[config.mk]
export PLATFORM = sky130hd
export DESIGN_NAME = sbus_master
export DESIGN_NICKNAME = d
export VERILOG_FILES = /design/src/rtl/sbus_pkg.sv /design/src/rtl/sbus_phase_cnt.sv /design/src/rtl/sbus_master.sv
export SDC_FILE = /design/constraint.sdc
export NUM_CORES = 1
export LEC_CHECK = 0
export ABC_AREA = 1
export CORE_MARGIN = 2
export CORE_UTILIZATION = 41
export DETAILED_ROUTE_END_ITERATION = 6
export GPL_ROUTABILITY_DRIVEN = 0
export PLACE_DENSITY = 0.89
export SETUP_SLACK_MARGIN = 0.15
export SLEW_MARGIN = 5
export SYNTH_ARGS = -nofsm -noshare
export SYNTH_HDL_FRONTEND = slang
export SYNTH_SLANG_ARGS = --single-unit
[constraint.sdc]
create_clock -name clk -period 1.9 [get_ports clk]
set_input_delay 0.57 -clock clk [delete_from_list [all_inputs] [get_ports clk]]
set_output_delay 0.57 -clock clk [all_outputs]
set_load 0.01 [all_outputs]
[src/rtl/sbus_pkg.sv]
// Shared types and constants for the GPIO emulator slave-bus initiator.
package sbus_pkg;

  localparam int SBUS_ADDR_W = 16;
  localparam int SBUS_DATA_W = 32;
  localparam int SBUS_CNT_W  = 4;

  localparam logic [15:0] GPIO_ADDR_AXIS1 = 16'h6ba0;
  localparam logic [15:0] GPIO_ADDR_AXIS2 = 16'hdb10;

  typedef enum logic [2:0] {
    IDLE,
    SETUP,
    STROBE,
    HOLD,
    RESP
  } sbus_state_t;

endpackage

[src/rtl/sbus_phase_cnt.sv]
// Loadable down-counter with zero flag; times the setup, strobe and hold phases.
module sbus_phase_cnt
  import sbus_pkg::*;
(
  input  logic                  clk,
  input  logic                  n_reset,
  input  logic                  load,
  input  logic [SBUS_CNT_W-1:0] load_val,
  input  logic                  dec,
  output logic                  zero
);

  logic [SBUS_CNT_W-1:0] cnt;

  always_ff @(posedge clk) begin
    if (!n_reset) begin
      cnt <= '0;
    end else if (load) begin
      cnt <= load_val;
    end else if (dec && (cnt != '0)) begin
      cnt <= cnt - 1'b1;
    end
  end

  assign zero = (cnt == '0);

endmodule

[src/rtl/sbus_master.sv]
// Slave-bus initiator: one command at a time, sequenced through setup, strobe
// and hold phases, answered over a response handshake. All outputs registered.
module sbus_master
  import sbus_pkg::*;
#(
  parameter int ADDR_W     = SBUS_ADDR_W,
  parameter int DATA_W     = SBUS_DATA_W,
  parameter int SETUP_CYC  = 2,
  parameter int STROBE_CYC = 2,
  parameter int HOLD_CYC   = 1
) (
  input  logic              clk,
  input  logic              n_reset,
  input  logic              cmd_valid,
  output logic              cmd_ready,
  input  logic              cmd_we,
  input  logic [ADDR_W-1:0] cmd_addr,
  input  logic [DATA_W-1:0] cmd_wdata,
  output logic              rsp_valid,
  input  logic              rsp_ready,
  output logic              rsp_we,
  output logic [DATA_W-1:0] rsp_rdata,
  output logic [ADDR_W-1:0] saddress,
  output logic [DATA_W-1:0] sdata_in,
  output logic              srd,
  output logic              swr,
  input  logic [DATA_W-1:0] sdata_out,
  output logic              busy
);

  if (SETUP_CYC < 1 || SETUP_CYC > 15 || STROBE_CYC < 1 || STROBE_CYC > 15 ||
      HOLD_CYC < 0 || HOLD_CYC > 15) begin : g_bad_params
    $error("sbus_master: phase cycle parameter out of range");
  end

  localparam logic [SBUS_CNT_W-1:0] SETUP_LD  = SBUS_CNT_W'(SETUP_CYC - 1);
  localparam logic [SBUS_CNT_W-1:0] STROBE_LD = SBUS_CNT_W'(STROBE_CYC - 1);
  localparam logic [SBUS_CNT_W-1:0] HOLD_LD   =
    (HOLD_CYC > 0) ? SBUS_CNT_W'(HOLD_CYC - 1) : '0;

  sbus_state_t           state;
  logic                  cnt_load;
  logic                  cnt_dec;
  logic [SBUS_CNT_W-1:0] cnt_val;
  logic                  cnt_zero;

  sbus_phase_cnt u_cnt (
    .clk      (clk),
    .n_reset  (n_reset),
    .load     (cnt_load),
    .load_val (cnt_val),
    .dec      (cnt_dec),
    .zero     (cnt_zero)
  );

  // Counter is loaded on the same edge the FSM enters the phase it times.
  always_comb begin
    cnt_load = 1'b0;
    cnt_dec  = 1'b0;
    cnt_val  = '0;
    case (state)
      IDLE: begin
        if (cmd_valid && cmd_ready) begin
          cnt_load = 1'b1;
          cnt_val  = SETUP_LD;
        end
      end
      SETUP: begin
        if (cnt_zero) begin
          cnt_load = 1'b1;
          cnt_val  = STROBE_LD;
        end else begin
          cnt_dec = 1'b1;
        end
      end
      STROBE: begin
        if (cnt_zero) begin
          cnt_load = (HOLD_CYC > 0);
          cnt_val  = HOLD_LD;
        end else begin
          cnt_dec = 1'b1;
        end
      end
      HOLD: cnt_dec = 1'b1;
      default: ;
    endcase
  end

  // rsp_we doubles as the latched command direction for the whole transaction.
  always_ff @(posedge clk) begin
    if (!n_reset) begin
      state     <= IDLE;
      cmd_ready <= 1'b0;
      saddress  <= '0;
      sdata_in  <= '0;
      srd       <= 1'b0;
      swr       <= 1'b0;
      rsp_valid <= 1'b0;
      rsp_we    <= 1'b0;
      rsp_rdata <= '0;
      busy      <= 1'b0;
    end else begin
      case (state)
        IDLE: begin
          cmd_ready <= 1'b1;
          if (cmd_valid && cmd_ready) begin
            cmd_ready <= 1'b0;
            busy      <= 1'b1;
            rsp_we    <= cmd_we;
            rsp_rdata <= '0;
            saddress  <= cmd_addr;
            sdata_in  <= cmd_we ? cmd_wdata : '0;
            state     <= SETUP;
          end
        end
        SETUP: begin
          if (cnt_zero) begin
            swr   <= rsp_we;
            srd   <= !rsp_we;
            state <= STROBE;
          end
        end
        STROBE: begin
          if (cnt_zero) begin
            swr <= 1'b0;
            srd <= 1'b0;
            if (!rsp_we) begin
              rsp_rdata <= sdata_out;
            end
            if (HOLD_CYC == 0) begin
              rsp_valid <= 1'b1;
              state     <= RESP;
            end else begin
              state <= HOLD;
            end
          end
        end
        HOLD: begin
          if (cnt_zero) begin
            rsp_valid <= 1'b1;
            state     <= RESP;
          end
        end
        RESP: begin
          if (rsp_ready) begin
            rsp_valid <= 1'b0;
            busy      <= 1'b0;
            cmd_ready <= 1'b1;
            state     <= IDLE;
          end
        end
        default: state <= IDLE;
      endcase
    end
  end

endmodule
Word-level counts from Yosys, hierarchy flattened
Index checks and enable logic that the tools add are counted.
{"block": "op_classes", "n_eq_ne": 10, "addsub": 1, "reduce_logical": 19, "mux": 34}
{"operator": "$mux W32", "n": 4}
{"operator": "$pmux W32 S2", "n": 1}
{"operator": "$pmux W1 S2", "n": 8}
{"operator": "$mux W3", "n": 5}
{"operator": "$pmux W3 S5", "n": 1}
{"operator": "$mux W1", "n": 13}
{"operator": "$ne A2 B2 Y1 const B", "n": 6}
{"operator": "$reduce_bool A2 Y1", "n": 5}
{"operator": "$reduce_and A3 Y1", "n": 3}
{"operator": "$mux W4", "n": 2}
{"operator": "$eq A3 B2 Y1 const B", "n": 2}
{"operator": "$reduce_and A5 Y1", "n": 1}
{"operator": "$logic_not A4 Y1", "n": 1}
{"operator": "$reduce_and A2 Y1", "n": 2}
{"operator": "$reduce_and A4 Y1", "n": 1}
{"operator": "$reduce_bool A4 Y1", "n": 1}
{"operator": "$sub A4 B1 Y4 const B", "n": 1}
{"operator": "$eq A3 B1 Y1 const B", "n": 1}
{"operator": "$eq A3 B3 Y1 const B", "n": 1}
{"operator": "$logic_not A3 Y1", "n": 1}
{"operator": "$logic_and A1 B1 Y1", "n": 2}
{"operator": "$reduce_or A2 Y1", "n": 1}
{"operator": "$logic_not A1 Y1", "n": 1}
{"block": "totals", "output_inout_bits": 86, "elab_cells": 75, "regBits": 93, "input_bits": 85}

Longest topological paths before layout
{"block": "depth", "word_depth": 6, "mapped_depth": 10, "depth_no_buf": 10}

Cells and area by module
From an unflattened synthesis, not the netlist that was laid out.
{"block": "unflattened", "hier_cells": 456, "area_unflattened_um2": 3522.1}
{"mod": "sbus_master", "cells_per_inst": 415, "area_per_inst_um2": 3248.1, "seq_area_each_um2": 1781.7, "instances": 1}
{"mod": "sbus_phase_cnt", "cells_per_inst": 41, "area_per_inst_um2": 274.0, "seq_area_each_um2": 80.1, "instances": 1}

Worst setup path after synthesis
Ideal clock, no wire load.
{"block": "synth_timing", "path_type": "input to register", "from": "input cmd_valid", "to": "register rsp_rdata[18]", "setup_slack_ns": 0.303, "setup_ns": 0.113, "t_arrival_ns": 1.484, "path_buffers": 1, "t_required_ns": 1.787, "stages": 8, "cell_sequence": "nand2_1 > nor3_2 > inv_2 > o21ai_4 > buf_6 > nand2_1 > nand2_1 > nor2_1"}
{"block": "synth_between", "elab_chain_cells": 3}
{"item": "start: declaration", "line_no": "sbus_master.sv:14", "text": "input logic cmd_valid,"}
{"item": "$logic_and A1 B1 Y1", "line_no": "sbus_master.sv:106", "text": "if (cmd_valid && cmd_ready) begin"}
{"item": "$ne A2 B2 Y1 (no source line)"}
{"item": "$reduce_and A4 Y1 (no source line)"}
{"item": "end signal: assignment", "line_no": "sbus_master.sv:128", "text": "rsp_rdata <= sdata_out;"}
{"item": "end: declaration", "line_no": "sbus_master.sv:22", "text": "output logic [DATA_W-1:0] rsp_rdata,"}
No other way between the ends.
A chain may end at the register's enable or synchronous reset.

Worst setup path after layout
{"block": "layout_timing", "from": "register rsp_we", "to": "output rsp_we"}
{"item": "start: declaration", "line_no": "sbus_master.sv:21", "text": "output logic rsp_we,"}
{"item": "start signal: assignment", "line_no": "sbus_master.sv:109", "text": "rsp_we <= cmd_we;"}
No word-level cell between the ends.

==> results.sh <==
export IMPL_status="complete, no violations"
export IMPL_portBuffers=170
export IMPL_htreeDepth=3
export IMPL_path_delay_family="flip-flops"
export IMPL_wl_per_cell_um=13.35
export IMPL_period_needed_ns=1.649
export IMPL_rows=34
export IMPL_yosysUniqueCellTypes=20
export IMPL_ys_seq_elements=93
export IMPL_worstReg2RegStart="u_cnt.cnt[0]$_SDFFE_PN0P_"
export IMPL_synth_largest_area_cell="dfxtp_1"
export IMPL_clkTransAtPathRegs_ns=0.10
export IMPL_critPathMaxFanout=4
export IMPL_netlist_instances=516
export IMPL_layout_drive_gt1_share_pct=6.589
export IMPL_routed_wl_mm=10.56
export IMPL_syn_to_final_growth_pct=53.39
export IMPL_cts_root_buffer_cell="clkbuf_8"
export IMPL_grt_pass1_vias=3809
export IMPL_worst_slack_ns=0.2509
export IMPL_antenna_cells=0
export IMPL_die_area_um2=9764
export IMPL_hold_end="sdata_in[1]$_SDFFE_PN0N_"
export IMPL_start_util_pct=42.27
export IMPL_final_util_pct=64.84
export IMPL_cp_slowest_cell="dfxtp_2"
export IMPL_synth_area_um2=3686
export IMPL_finalHoldViolCount=0
export IMPL_yosysMostFrequentCell="nand2_1"
export IMPL_setup_viol=0
export IMPL_setup_tns_ns=0
export IMPL_dr_pass1_iters=4
export IMPL_path_cells="dlygate4sd2_1"
export IMPL_required_ns=1.33
export IMPL_clock_path_buffers=2
export IMPL_worstMarginPinSlew_ns=0.3803
export IMPL_pin_count=171
export IMPL_ir_drop_v=0.0005447
export IMPL_dp_hpwl_mm=7.864
export IMPL_nets=766
export IMPL_synth_edf_count=0
export IMPL_syn_area_per_cell_um2=7.143
export IMPL_max_cap_violations=0
export IMPL_core_region_area_um2=8721
export IMPL_fmax_mhz=606.4
export IMPL_crit_path_start_kind="flop"
export IMPL_grt_pass1_wl_mm=17.28
export IMPL_critPathCaptureType="output pin"
export IMPL_drt_iter0_drc=141
export IMPL_slew_headroom_pct=74.65
export IMPL_criticalPathCategory="reg -> out"
export IMPL_async_flop_share_pct=0
export IMPL_synthTopCellsByArea="dfxtp_1 51%, nand2_1 16%, nor2_1 11%"
export IMPL_ant_nets=0
export IMPL_min_path_cells=2
export IMPL_max_stage_delay_ns=0.40
export IMPL_synth_top_area_share_pct=50.51
export IMPL_stdcell_count=791
export IMPL_grt_usage_pct=21.58
export IMPL_fp_dieW_um=98.82
export IMPL_path_buf_inv=1
export IMPL_cp_arrival_ns=1.08
export IMPL_min_from="sdata_in[1]$_SDFFE_PN0N_"
export IMPL_r2r_slack_ns=0.30
export IMPL_antenna_found_initial=0
export IMPL_ys_flop_type="dfxtp_1"
export IMPL_maxSlewViolCount=0
export IMPL_cts_tree="yes"
export IMPL_vias_per_cell=4.925
export IMPL_hold_slack_ns=0.4677
export IMPL_p_per_area_nw_per_um2=1312
export IMPL_insertion_delay_ns=0.35
export IMPL_yosys_top_cells_count="157 x nand2_1, 110 x nor2_1, 93 x dfxtp_1"
export IMPL_pre_cts_ws_ns=-0.1730
export IMPL_rsz0062_at_grt="false"
export IMPL_grt_max_degree=42
export IMPL_fin_skew_ns=0.01589
export IMPL_numCtsBuffers=9
export IMPL_p_leak_nw=2.619
export IMPL_final_period_utilization_pct=86.80
export IMPL_cts_hold_buf=0
export IMPL_synth_nets=603
export IMPL_die_h_um=98.82
export IMPL_overflow=0
export IMPL_dp_cells=775
export IMPL_yosysWarnings=0
export IMPL_drc=0
export IMPL_rr_worst_depth=11
export IMPL_cts_sinks=93
export IMPL_worstHoldPathType="reg -> reg"
export IMPL_vias=3896
export IMPL_r2r_end="rsp_rdata[5]$_SDFFE_PN0P_"
export IMPL_seq_area_frac_synth_pct=50.51
[power by group]
group	switching (mW)	leakage (nW)	total, mW	internal, mW
Clock	0.701	0.108	1.45	0.750
Sequential	0.287	0.758	2.75	2.46
Combinational	1.81	1.75	3.22	1.41
[repair_timing]
item | 4_1_cts | 5_1_grt
pin swaps | 0 | 2
buffers inserted | 0 | 1
setup endpoints to repair | 86 | 36
resized for setup | 86 | 3
endpoints found under the hold margin | 0 | 0
[area by class of cell]
cell class / count / area, um2
fill: 746 / 3067
sequential: 93 / 1863
timing repair buffer: 186 / 1784
multi-input combinational: 375 / 1599
tap: 108 / 135.1
clock buffer: 9 / 123.9
clock inverter: 6 / 96.34
inverter: 14 / 52.55
[metrics by stage]
step	instance area (um2)	power (mW)
after floorplan	3686	4.698
after global placement	5518	6.107
after detailed placement	5518	6.267
after CTS	5630	7.401
after global routing	5654	7.965
final	5654	7.416
[worst max path at each step]
stage	slack, ns	cells after the start	endpoint	start
after floorplan	0.30	8	rsp_rdata[18]$_SDFFE_PN0P_	cmd_valid
after global placement	-0.10	9	rsp_rdata[19]$_SDFFE_PN0P_	cmd_valid
after detailed placement	-0.17	9	rsp_rdata[20]$_SDFFE_PN0P_	cmd_valid
after CTS	0.14	1	rsp_we	rsp_we$_SDFFE_PN0N_
after global routing	0.15	11	rsp_rdata[0]$_SDFFE_PN0P_	u_cnt.cnt[0]$_SDFFE_PN0P_
final	0.25	1	rsp_we	rsp_we$_SDFFE_PN0N_
[placed cells by master (no fill, tap or decap)]
cell type        synthesis  final
nand2_1                157    156
nor2_1                 110    110
dfxtp_1                 93     92
dlygate4sd2_1            0     86
clkdlybuf4s50_1          0     83
nand3_1                 40     40
a21oi_1                 39     39
o21ai_0                 18     18
inv_1                   11     10
buf_4                    0     10
clkbuf_8                 0      9
buf_12                   0      6
inv_2                    3      4
nand2_2                  2      3
or2_2                    2      2
ha_1                     2      2
bufinv_16                0      2
nor3_4                   0      1
nor2_4                   1      1
o21ai_4                  1      1
xor2_1                   1      1
a31oi_1                  1      1
inv_6                    0      1
clkinvlp_4               0      1
inv_8                    0      1
clkinv_4                 0      1
buf_2                    0      1
dfxtp_2                  0      1
[flip-flops by register name (all words and copies together), names as in the netlist]
name / count
sdata_in: 32
saddress: 16
u_cnt.cnt: 4
rsp_we: 1
swr: 1
srd: 1
rsp_valid: 1
busy: 1
cmd_ready: 1
state: 3
rsp_rdata: 32
[cells by family after synthesis]
group                      count (synthesis)  synth area share [%]
xor gates and xnor gates                   1                0.2377
adders and majority gates                  2                0.6788
DFF                                       93                 50.51
and+or+nand+nor                          313                 33.88
buffers and inverters                     48                 6.347
AOI/OAI and AO/OA                         59                 8.351
[routing by layer]
layer  share of wire [%]  vias up  global-route usage, %
met1                  40     1764                  24.72
met5                   0        -                      0
met3                  10       16                  6.950
met2                  48      178                  37.53
met4                 1.7        0                  8.008
li1                    -     1938                      -
Power figures use the tool's default switching activity.
